===== config.mk =====
export PLATFORM = sky130hd
export DESIGN_NAME = com_csr_arb
export DESIGN_NICKNAME = d
export VERILOG_FILES = /design/src/rtl/com_csr_arb.sv
export SDC_FILE = /design/constraint.sdc
export NUM_CORES = 1
export LEC_CHECK = 0
export CAP_MARGIN = 20
export CORE_AREA = 2 2 95 97
export DETAILED_ROUTE_END_ITERATION = 16
export DIE_AREA = 0 0 97 99
export PLACE_DENSITY = 0.74
export RECOVER_POWER = 50
export SLEW_MARGIN = 5
export SYNTH_ARGS = -nofsm -noshare
export SYNTH_HDL_FRONTEND = slang
export SYNTH_SLANG_ARGS = --single-unit

===== constraint.sdc =====
create_clock -name clk -period 5.8 [get_ports clk]
set_input_delay 1.16 -clock clk [delete_from_list [all_inputs] [get_ports clk]]
set_output_delay 1.16 -clock clk [all_outputs]
set_load 0.03 [all_outputs]

===== src/rtl/com_csr_arb.sv =====
// com_csr_arb: N-master to 1-slave CSR arbiter using the valid/ready handshake
// (write, addr, wdata, wstrb, rdata).
//   - Round-robin arbitration in IDLE (one cycle latency), with the grant
//     locked until completion.
//   - A per-transaction timeout forces an error completion that returns
//     TO_RDATA. Writes that time out are dropped.
//   - If the granted master withdraws valid, the transaction is aborted.
// Ports:
//   clk, rst_n                      clock, asynchronous active-low reset
//   m_csr_valid/write  [NM]         per-master request qualifiers
//   m_csr_addr/wdata/wstrb          packed per-master payload (master i at [i*W +: W])
//   m_csr_ready        [NM]         per-master completion
//   m_csr_rdata        [DW]         shared read data; valid only with the granted ready
//   s_csr_*                         single slave-side bundle
//   gnt_idx, busy                   current grant and GRANT-state flag
//   to_pulse, to_cnt                timeout completion pulse, saturating timeout count
module com_csr_arb #(
  parameter int          NM       = 2,
  parameter int          AW       = 16,
  parameter int          DW       = 32,
  parameter int          TO_CYC   = 1024,
  parameter logic [31:0] TO_RDATA = 32'hDEAD_BEEF,
  localparam int         SW       = DW / 8,
  localparam int         GW       = (NM > 1) ? $clog2(NM) : 1
) (
  input  logic             clk,
  input  logic             rst_n,
  input  logic [NM-1:0]    m_csr_valid,
  input  logic [NM-1:0]    m_csr_write,
  input  logic [NM*AW-1:0] m_csr_addr,
  input  logic [NM*DW-1:0] m_csr_wdata,
  input  logic [NM*SW-1:0] m_csr_wstrb,
  output logic [NM-1:0]    m_csr_ready,
  output logic [DW-1:0]    m_csr_rdata,
  output logic             s_csr_valid,
  output logic             s_csr_write,
  output logic [AW-1:0]    s_csr_addr,
  output logic [DW-1:0]    s_csr_wdata,
  output logic [SW-1:0]    s_csr_wstrb,
  input  logic             s_csr_ready,
  input  logic [DW-1:0]    s_csr_rdata,
  output logic [GW-1:0]    gnt_idx,
  output logic             busy,
  output logic             to_pulse,
  output logic [7:0]       to_cnt
);

  localparam int TW      = (TO_CYC > 1) ? $clog2(TO_CYC) : 1;
  localparam int TO_LAST = (TO_CYC > 0) ? TO_CYC - 1 : 0;
  localparam logic [DW-1:0] TO_RD = DW'(TO_RDATA);

  typedef enum logic {IDLE, GRANT} state_e;

  state_e        state_q, state_d;
  logic [GW-1:0] gnt_q,   gnt_d;
  logic [GW-1:0] ptr_q,   ptr_d;
  logic [TW-1:0] timer_q, timer_d;
  logic [7:0]    to_cnt_q, to_cnt_d;

  logic          in_grant;
  logic          gnt_valid;
  logic          complete;
  logic          timeout_hit;
  logic [GW-1:0] ptr_next;
  logic          found;
  logic [GW-1:0] pick;

  assign in_grant  = (state_q == GRANT);
  assign gnt_valid = in_grant && m_csr_valid[gnt_q];
  assign complete  = gnt_valid && s_csr_ready;
  // Slave ready in the last allowed cycle wins over the timeout.
  assign timeout_hit = (TO_CYC > 0) && gnt_valid && !s_csr_ready &&
                       (timer_q == TW'(TO_LAST));
  // Explicit wrap compare so non-power-of-two NM never lands on an unused index.
  assign ptr_next = (gnt_q == GW'(NM - 1)) ? '0 : gnt_q + 1'b1;

  // First requester at or after the round-robin pointer, wrapping NM-1 -> 0.
  always_comb begin
    int unsigned idx;
    found = 1'b0;
    pick  = '0;
    for (int unsigned k = 0; k < NM; k++) begin
      idx = 32'(ptr_q) + k;
      if (idx >= NM) idx = idx - NM;
      if (!found && m_csr_valid[GW'(idx)]) begin
        found = 1'b1;
        pick  = GW'(idx);
      end
    end
  end

  // State register
  always_ff @(posedge clk or negedge rst_n) begin
    if (!rst_n) begin
      state_q  <= IDLE;
      gnt_q    <= '0;
      ptr_q    <= '0;
      timer_q  <= '0;
      to_cnt_q <= '0;
    end else begin
      state_q  <= state_d;
      gnt_q    <= gnt_d;
      ptr_q    <= ptr_d;
      timer_q  <= timer_d;
      to_cnt_q <= to_cnt_d;
    end
  end

  // Next-state logic
  always_comb begin
    state_d  = state_q;
    gnt_d    = gnt_q;
    ptr_d    = ptr_q;
    timer_d  = timer_q;
    to_cnt_d = to_cnt_q;
    case (state_q)
      IDLE: begin
        timer_d = '0;
        if (found) begin
          gnt_d   = pick;
          state_d = GRANT;
        end
      end
      GRANT: begin
        // Abort, normal completion and timeout all release the grant the same way.
        if (!gnt_valid || complete || timeout_hit) begin
          state_d = IDLE;
          ptr_d   = ptr_next;
          timer_d = '0;
          if (timeout_hit && (to_cnt_q != 8'hFF)) to_cnt_d = to_cnt_q + 8'd1;
        end else if (TO_CYC > 0) begin
          timer_d = timer_q + 1'b1;
        end
      end
      default: state_d = IDLE;
    endcase
  end

  // Output logic
  always_comb begin
    m_csr_ready = '0;
    m_csr_rdata = '0;
    s_csr_valid = 1'b0;
    s_csr_write = 1'b0;
    s_csr_addr  = '0;
    s_csr_wdata = '0;
    s_csr_wstrb = '0;
    to_pulse    = 1'b0;
    if (in_grant) begin
      s_csr_valid        = gnt_valid && !timeout_hit;
      s_csr_write        = m_csr_write[gnt_q];
      s_csr_addr         = m_csr_addr[32'(gnt_q)*AW +: AW];
      s_csr_wdata        = m_csr_wdata[32'(gnt_q)*DW +: DW];
      s_csr_wstrb        = m_csr_wstrb[32'(gnt_q)*SW +: SW];
      m_csr_ready[gnt_q] = complete || timeout_hit;
      m_csr_rdata        = timeout_hit ? TO_RD : s_csr_rdata;
      to_pulse           = timeout_hit;
    end
  end

  assign gnt_idx = gnt_q;
  assign busy    = in_grant;
  assign to_cnt  = to_cnt_q;

endmodule


==> flow_metrics.env, run 1 <==
export IMPL_fp_dieH_um=99
export IMPL_hold_buffers=0
export IMPL_cellPowerDensity_mw_per_mm2=333
export IMPL_min_period_over_period=0.816
export IMPL_grt_pass1_wl_um=13900
export IMPL_ys_seq_elements=21
export IMPL_layout_drive_gt1_share=0.0205
export IMPL_die_w_um=97
export IMPL_worstMarginPinSlew_ns=1.25
export IMPL_worst_setup_path_start_kind="input pin"
export IMPL_worstSetupPathType="in -> out"
export IMPL_worstPathMaxFanout=12
export IMPL_required_ns=4.64
export IMPL_post_dp_hpwl_um=7530
export IMPL_clk_pin_slew_worst_paths_ns=0.07
export IMPL_cts_sinks=21
export IMPL_detail_route_antenna_nets=0
export IMPL_tns_ns=0
export IMPL_final_core_util=0.538
export IMPL_ys_seq_area_frac=0.250
export IMPL_io_buffers=241
export IMPL_areaGrowthSynthToFinish_pct=119
export IMPL_vias=2699
export IMPL_skew_ns=0.00118
export IMPL_grt_pass1_vias=2725
export IMPL_cap_violations=0
export IMPL_fmax_mhz=211
export IMPL_dpl_cell_area_mm2=0.00458
export IMPL_initial_core_util=0.246
export IMPL_post_cts_resize_count=0
export IMPL_vias_per_cell=4.54
export IMPL_cpMaxStageDelayCell="or4_1"
export IMPL_wl_um=8930
export IMPL_crit_family="buffers and inverters"
export IMPL_drc=0
export IMPL_path_buf_inv=2
export IMPL_clk_insertion_delay_late_ns=0.26
export IMPL_design_area_mm2=0.00460
export IMPL_drv_slew=0
export IMPL_arrival_ns=3.57
export IMPL_ctsRootBufferMaster="clkbuf_8"
export IMPL_setup_viol=0
export IMPL_crit_chain="dlygate4sd3_1, mux2i_1, or4_1, and3_1, clkdlybuf4s50_1"
export IMPL_synth_distinct_cells=33
export IMPL_wl_per_cell_um=15.0
export IMPL_coreArea_mm2=0.00855
export IMPL_tritoncts="done"
export IMPL_power_leakage_nw=2.01
export IMPL_drt_pass1_iterations=4
export IMPL_status="completed"
export IMPL_postSynthAreaPerCell_um2=8.08
export IMPL_ys_warn_count=0
export IMPL_max_slew_margin=0.167
export IMPL_antenna_found_initial=0
export IMPL_vdd_ir_drop_max_mv=0.187
export IMPL_grt_use_total=0.177
export IMPL_rsz0062_at_grt="false"
export IMPL_cp_slowest_stage_delay_ns=0.77
export IMPL_drtIter0Drc=31
export IMPL_dieArea_mm2=0.00960
export IMPL_grt_ovfl_total=0
export IMPL_nets=633
export IMPL_gp_congestion=0.838
export IMPL_n_antenna_cell=0
export IMPL_cts_buffers_inserted=3
export IMPL_netlist_area_mm2=0.00210
export IMPL_row_count=34
export IMPL_grt_max_degree=57
export IMPL_cts_setup_buffers=0
export IMPL_hold_viol=0
export IMPL_pin_count=242
export IMPL_syn_num_nets=405
export IMPL_layout_min_cycle_time_ns=4.73
export IMPL_hold_class="reg -> reg"
export IMPL_syn_inst=260
export IMPL_htreeDepth=1
export IMPL_endpoint_kind="output port"
export IMPL_cts_buffer_depth=2
==> synth_stat cells <==
cell / n / area share
nand3_1: 6 / 0.014
nor3b_1: 2 / 0.0071
nand2_1: 5 / 0.0089
dfrtp_1: 21 / 0.25
xnor2_1: 4 / 0.017
nand2b_1: 1 / 0.0030
o21ai_0: 4 / 0.0095
buf_1: 4 / 0.0071
and4_1: 4 / 0.017
ha_1: 2 / 0.012
or4_4: 1 / 0.0054
and3_1: 9 / 0.027
nand4_1: 2 / 0.0060
or3_1: 2 / 0.0060
mux2_2: 2 / 0.011
buf_6: 1 / 0.0054
nor2_1: 67 / 0.12
a21oi_1: 3 / 0.0071
nor4b_1: 1 / 0.0042
nand4b_1: 1 / 0.0042
inv_1: 5 / 0.0089
nand4_2: 1 / 0.0060
or2_2: 1 / 0.0030
nor4_1: 2 / 0.0060
clkbuf_1: 13 / 0.023
o21a_1: 24 / 0.086
nor2b_1: 1 / 0.0030
mux2i_1: 55 / 0.26
nor4_4: 1 / 0.010
nor3_1: 2 / 0.0048
buf_2: 4 / 0.0095
a31oi_1: 1 / 0.0030
xor2_1: 8 / 0.033
==> final timing paths <==
kind | from | to | slack [ns] | cells past startpoint
max | m_csr_valid[1] | m_csr_rdata[4] | 1.07 | 5
min | timer_q[0] | timer_q[0] | 0.49 | 1
max reg2reg | gnt_idx | to_cnt[1] | 2.80 | 4
min reg2reg | timer_q[0] | timer_q[0] | 0.49 | 1
max in group asynchronous | rst_n | to_cnt[4] | 3.46 | 2
min in group asynchronous | rst_n | to_cnt[0] | 1.14 | 1
==> final cells by class <==
cell class / count / area, µm²
Clock inverter: 1 / 5.00
Inverter: 5 / 18.8
Multi-Input combinational cell: 212 / 1440
Timing Repair Buffer: 245 / 2440
Clock buffer: 3 / 41.3
Fill cell: 775 / 3950
Sequential cell: 21 / 526
Tap cell: 108 / 135
==> logic make-up after synthesis <==
logic type | share of synthesized area
AOI/OAI and AO/OA | 0.105
xor gates and xnor gates | 0.0501
adders and majority gates | 0.0119
buffers and inverters | 0.0542
DFF | 0.250
muxes | 0.273
and+or+nand+nor | 0.255
==> report_power, final <==
group          internal, W  leakage, nW  switching (W)  total (W)
combinational     0.000552         1.70       0.000659    0.00121
sequential        0.000156        0.286      0.0000697   0.000226
clock            0.0000478       0.0255      0.0000466  0.0000944
total             0.000756         2.01       0.000775    0.00153
==> through the flow <==
stage,power (W),setup slack (ns),hold slack (ns),cells
after floorplan,0.000948,2.13,0.448,260
after global placement,0.00145,1.29,0.467,590
after detailed placement,0.00146,1.24,0.485,590
after CTS,0.00156,1.24,0.496,594
after global routing,0.00161,0.952,0.516,595
final,0.00153,1.07,0.492,595
==> registers in the layout (all words and copies together), names as in the netlist <==
register,cells
busy,1
gnt_idx,1
ptr_q,1
timer_q,10
to_cnt,8
==> cell usage in the layout, fill, tap and decap left out, drive strengths merged, types with 5 or more instances in the layout <==
master	count
clkdlybuf4s50	213
nor2	67
mux2i	55
dlygate4sd3	28
o21a	24
dfrtp	21
and3	9
xor2	8
nand3	6
nand2	5
clkbuf	5
==> metal layers <==
metal  share of wire  global-route usage  vias up
met1            0.36               0.196     1213
met3           0.073              0.0426       14
li1                -                   -     1356
met5               0                   0        -
met2            0.53               0.333      116
met4           0.027              0.0542        0
Power figures use the tool's default switching activity.
==> run 2: changes to the inputs <==
--- a/config.mk
+++ b/config.mk
@@ -6,10 +6,9 @@
 export NUM_CORES = 1
 export LEC_CHECK = 0
 export CAP_MARGIN = 20
-export CORE_AREA = 2 2 95 97
+export CORE_UTILIZATION = 25
 export DETAILED_ROUTE_END_ITERATION = 16
-export DIE_AREA = 0 0 97 99
-export PLACE_DENSITY = 0.74
+export PLACE_DENSITY = 0.78
 export RECOVER_POWER = 50
 export SLEW_MARGIN = 5
 export SYNTH_ARGS = -nofsm -noshare
==> constraint.sdc (replaced) <==
create_clock -name clk -period 4.2 [get_ports clk]
set_input_delay 0.84 -clock clk [delete_from_list [all_inputs] [get_ports clk]]
set_output_delay 0.84 -clock clk [all_outputs]
set_load 0.03 [all_outputs]
==> flow_metrics.env, run 2 (same netlist as run 1, synthesis figures left out) <==
export IMPL_clk_pin_slew_worst_paths_ns=0.08
export IMPL_n_antenna_cell=0
export IMPL_grt_max_degree=59
export IMPL_hold_buffers=0
export IMPL_post_dp_hpwl_um=7560
export IMPL_tns_ns=0
export IMPL_layout_drive_gt1_share=0.0594
export IMPL_cellPowerDensity_mw_per_mm2=461
export IMPL_coreArea_mm2=0.00818
export IMPL_worstMarginPinSlew_ns=0.949
export IMPL_detail_route_antenna_nets=0
export IMPL_gp_congestion=0.820
export IMPL_tritoncts="done"
export IMPL_grt_ovfl_total=0
export IMPL_rsz0062_at_grt="false"
export IMPL_fmax_mhz=253
export IMPL_required_ns=3.36
export IMPL_vdd_ir_drop_max_mv=0.281
export IMPL_cts_buffers_inserted=3
export IMPL_antenna_found_initial=0
export IMPL_worstSetupPathType="in -> out"
export IMPL_status="completed"
export IMPL_cap_violations=0
export IMPL_cpMaxStageDelayCell="or4_4"
export IMPL_largest_reg_flops=10
export IMPL_top_register="timer_q"
export IMPL_areaGrowthSynthToFinish_pct=119
export IMPL_initial_core_util=0.257
export IMPL_setup_viol=0
export IMPL_min_period_over_period=0.943
export IMPL_hold_class="reg -> reg"
export IMPL_vias_per_cell=4.46
export IMPL_io_buffers=241
export IMPL_nets=634
export IMPL_pin_count=242
export IMPL_fp_dieH_um=93.6
export IMPL_drc=0
export IMPL_dp_slack_ns=0.283
export IMPL_hold_viol=0
export IMPL_post_cts_resize_count=0
export IMPL_drv_slew=0
export IMPL_grt_use_total=0.198
export IMPL_die_w_um=93.6
export IMPL_worst_setup_path_start_kind="input pin"
export IMPL_dieArea_mm2=0.00877
export IMPL_cts_buffer_depth=2
export IMPL_skew_ns=0.00272
export IMPL_power_leakage_nw=2.05
export IMPL_cts_sinks=21
export IMPL_layout_min_cycle_time_ns=3.96
export IMPL_path_buf_inv=2
export IMPL_crit_family="buffers and inverters"
export IMPL_crit_chain="dlygate4sd3_1, mux2i_1, or4_4, and3_1, clkdlybuf4s50_1"
export IMPL_endpoint_kind="output port"
export IMPL_holdWs_ns=0.488
export IMPL_arrival_ns=3.12
export IMPL_grt_pass1_wl_um=13600
export IMPL_reg2reg_slack_ns=2.07
export IMPL_ctsRootBufferMaster="clkbuf_8"
export IMPL_drt_pass1_iterations=4
export IMPL_final_cell_mix="197 x clkdlybuf4s50_1, 67 x nor2_1, 55 x mux2i_1"
export IMPL_clk_insertion_delay_late_ns=0.26
export IMPL_grt_pass1_vias=2663
export IMPL_vias=2647
export IMPL_worst_slack_ns=0.241
export IMPL_wl_um=8970
export IMPL_cts_setup_buffers=0
export IMPL_fillers=773
export IMPL_max_slew_margin=0.366
export IMPL_htreeDepth=1
export IMPL_wl_per_cell_um=15.1
export IMPL_row_count=33
export IMPL_worstPathMaxFanout=12
export IMPL_drtIter0Drc=95
export IMPL_mostFrequentLayoutCell="clkdlybuf4s50_1"
export IMPL_cp_slowest_stage_delay_ns=0.66
## run 2: worst reg2reg max path, cell delays in order, from the launching register on
cell	delay [ns]
dfrtp_1	0.39
ha_1	0.20
nand3_1	0.23
or4_4	0.63
nor2_1	0.22
mux2_2	0.35
## run 2: worst paths after layout
| path | from | end | cells past startpoint |
|---|---|---|---|
| worst max-delay path | m_csr_valid[1] | m_csr_rdata[29] | 5 |
| max in group asynchronous | rst_n | gnt_idx | 1 |
| worst min register to register | timer_q[0] | timer_q[0] | 1 |
| worst max register to register | timer_q[0] | to_cnt[1] | 5 |
| worst min-delay path | timer_q[0] | timer_q[0] | 1 |
| min in group asynchronous | rst_n | to_cnt[3] | 1 |
## run 2: power by group
part / total [W] / internal [W] / switching, W
logic: 0.00176 / 0.000756 / 0.00100
registers: 0.000229 / 0.000219 / 0.0000106
clock network: 0.000134 / 0.0000662 / 0.0000678
total: 0.00212 / 0.00104 / 0.00108
## run 2: routing by layer
metal	vias to the layer above	wire length, µm	global-route usage
met5	-	0	0
met4	0	92	0.0321
met3	11	622	0.0610
met2	98	4710	0.355
met1	1186	3550	0.234
li1	1352	-	-
## run 2: area by class of cell
| cell class | count | area, µm² | area share |
|---|---|---|---|
| timing repair buffer | 246 | 2440 | 0.529 |
| multi-input combinational | 212 | 1450 | 0.314 |
| sequential | 21 | 527 | 0.114 |
| tap | 105 | 131 | 0.0285 |
| clock buffer | 3 | 41.3 | 0.00896 |
| inverter | 5 | 18.8 | 0.00407 |
| clock inverter | 1 | 5.00 | 0.00109 |
## run 2: stage by stage
| step | area [µm²] | instances | total power, W | util |
|---|---|---|---|---|
| final | 4610 | 593 | 0.00212 | 0.563 |
| after global routing | 4610 | 593 | 0.00224 | 0.563 |
| after CTS | 4630 | 593 | 0.00217 | 0.566 |
| after detailed placement | 4580 | 589 | 0.00203 | 0.560 |
| after global placement | 4580 | 589 | 0.00201 | 0.560 |
| after floorplan | 2100 | 260 | 0.00131 | - |
==> run 3: changes to the inputs <==
--- a/config.mk
+++ b/config.mk
@@ -6,6 +6,7 @@
 export NUM_CORES = 1
 export LEC_CHECK = 0
 export CAP_MARGIN = 20
+export CORE_MARGIN = 4
 export CORE_UTILIZATION = 25
 export DETAILED_ROUTE_END_ITERATION = 16
 export PLACE_DENSITY = 0.78
==> flow_metrics.env, run 3 (same netlist as run 1, synthesis figures left out) <==
export IMPL_post_dp_hpwl_um=8010
export IMPL_skew_ns=0.00220
export IMPL_worstMarginPinSlew_ns=1.74
export IMPL_multiInputGateArea_mm2=0.00145
export IMPL_nets=634
export IMPL_max_slew_margin=-0.162
export IMPL_htreeDepth=1
export IMPL_min_period_over_period=0.945
export IMPL_hold_buffers=0
export IMPL_largest_reg_flops=10
export IMPL_drtIter0Drc=58
export IMPL_path_buf_inv=2
export IMPL_seqCellArea_um2=527
export IMPL_layout_min_cycle_time_ns=3.97
export IMPL_arrival_ns=3.13
export IMPL_grt_use_total=0.174
export IMPL_top_register="timer_q"
export IMPL_tritoncts="done"
export IMPL_worstPathMaxFanout=12
export IMPL_vdd_ir_drop_max_mv=0.224
export IMPL_cts_sinks=21
export IMPL_cts_buffer_depth=2
export IMPL_row_count=33
export IMPL_grt_pass1_wl_um=14000
export IMPL_n_antenna_cell=0
export IMPL_cellPowerDensity_mw_per_mm2=465
export IMPL_clkPwrFrac=0.063
export IMPL_cp_slowest_stage_delay_ns=0.66
export IMPL_grt_pass1_vias=2709
export IMPL_hold_viol=0
export IMPL_seqPwrFrac=0.108
export IMPL_dpl_cell_area_mm2=0.00457
export IMPL_final_cell_mix="196 x clkdlybuf4s50_1, 67 x nor2_1, 55 x mux2i_1"
export IMPL_mostFrequentLayoutCell="clkdlybuf4s50_1"
export IMPL_dieArea_mm2=0.00993
export IMPL_switchingPower_w=0.00108
export IMPL_worstSetupPathType="in -> out"
export IMPL_areaGrowthSynthToFinish_pct=119
export IMPL_layout_drive_gt1_share=0.0615
export IMPL_worst_setup_path_start_kind="input pin"
export IMPL_wl_um=9340
export IMPL_fmax_mhz=252
export IMPL_initial_core_util=0.257
export IMPL_drv_slew=59
export IMPL_cts_buffers_inserted=3
export IMPL_rsz0062_at_grt="false"
export IMPL_ctsRootBufferMaster="clkbuf_8"
export IMPL_comb_power_share=0.829
export IMPL_failed_checks="capacitance limit, slew limit"
export IMPL_required_ns=3.36
export IMPL_clk_insertion_delay_late_ns=0.26
export IMPL_hold_class="reg -> reg"
export IMPL_vias_per_cell=4.52
export IMPL_detail_route_antenna_nets=0
export IMPL_drc=0
export IMPL_antenna_found_initial=0
export IMPL_status="finished with violations"
export IMPL_post_cts_resize_count=0
export IMPL_wl_per_cell_um=15.7
export IMPL_coreArea_mm2=0.00818
export IMPL_p_int_w=0.00106
export IMPL_setup_viol=0
export IMPL_sw_frac_of_total=0.506
export IMPL_crit_family="buffers and inverters"
export IMPL_die_w_um=99.6
export IMPL_grt_ovfl_total=0
export IMPL_clk_pin_slew_worst_paths_ns=0.08
export IMPL_final_core_util=0.562
export IMPL_design_area_mm2=0.00460
export IMPL_crit_chain="dlygate4sd3_1, mux2i_1, or4_4, and3_1, clkdlybuf4s50_1"
export IMPL_cts_setup_buffers=0
export IMPL_endpoint_kind="output port"
export IMPL_cap_violations=1
export IMPL_grt_max_degree=59
export IMPL_gp_congestion=0.795
export IMPL_tns_ns=0
export IMPL_fillers=777
export IMPL_vias=2683
export IMPL_pin_count=242
export IMPL_power_leakage_nw=2.05
export IMPL_holdWs_ns=0.487
export IMPL_fp_dieH_um=99.6
export IMPL_io_buffers=241
export IMPL_drt_pass1_iterations=5
export IMPL_cpMaxStageDelayCell="or4_4"
## run 3: cell types whose count changed in the layout (fill, tap and decap cells not counted), sizes merged
cell / previous run / this run
clkbuf: 3 / 4
dlygate4sd3: 29 / 30
buf: 20 / 19
clkdlybuf4s50: 197 / 196
## run 3: final cells by class
cell class	instances	area share
clock inverter	1	0.00109
inverter	5	0.00408
sequential	21	0.115
timing repair buffer	246	0.527
multi-input combinational	212	0.316
tap	105	0.0286
clock buffer	3	0.00898
## run 3: through the flow
| stage | std cells | power (W) | setup slack, ns |
|---|---|---|---|
| after floorplan | 260 | 0.00131 | 1.17 |
| after global placement | 589 | 0.00201 | 0.333 |
| after detailed placement | 589 | 0.00203 | 0.304 |
| after CTS | 593 | 0.00217 | 0.299 |
| after global routing | 593 | 0.00225 | 0.124 |
| final | 593 | 0.00214 | 0.229 |
## run 3: worst paths after layout
| check | slack [ns] | startpoint | end | depth (start not counted) |
|---|---|---|---|---|
| max | 0.23 | m_csr_valid[1] | m_csr_rdata[8] | 5 |
| min | 0.49 | to_cnt[5] | to_cnt[5] | 1 |
| max reg2reg | 2.06 | timer_q[0] | to_cnt[1] | 5 |
| min reg2reg | 0.49 | to_cnt[5] | to_cnt[5] | 1 |
| max in group asynchronous | 2.41 | rst_n | gnt_idx | 1 |
| min in group asynchronous | 1.16 | rst_n | timer_q[6] | 1 |
## run 3: power groups by stage
stage	registers, W	clock network [W]	logic, W
global route	0.000233	0.000141	0.00187
detailed placement	0.000234	0	0.00179
global placement	0.000233	0	0.00178
CTS	0.000230	0.000138	0.00180
floorplan	0.000247	0	0.00106
finish	0.000231	0.000135	0.00177
## run 3: layer usage
layer  vias to the layer above  track usage  part of all wire
li1                       1356            -                 -
met1                      1213        0.191              0.37
met2                       104        0.331              0.54
met3                        10       0.0554             0.078
met4                         0       0.0263             0.013
met5                         -            0                 0
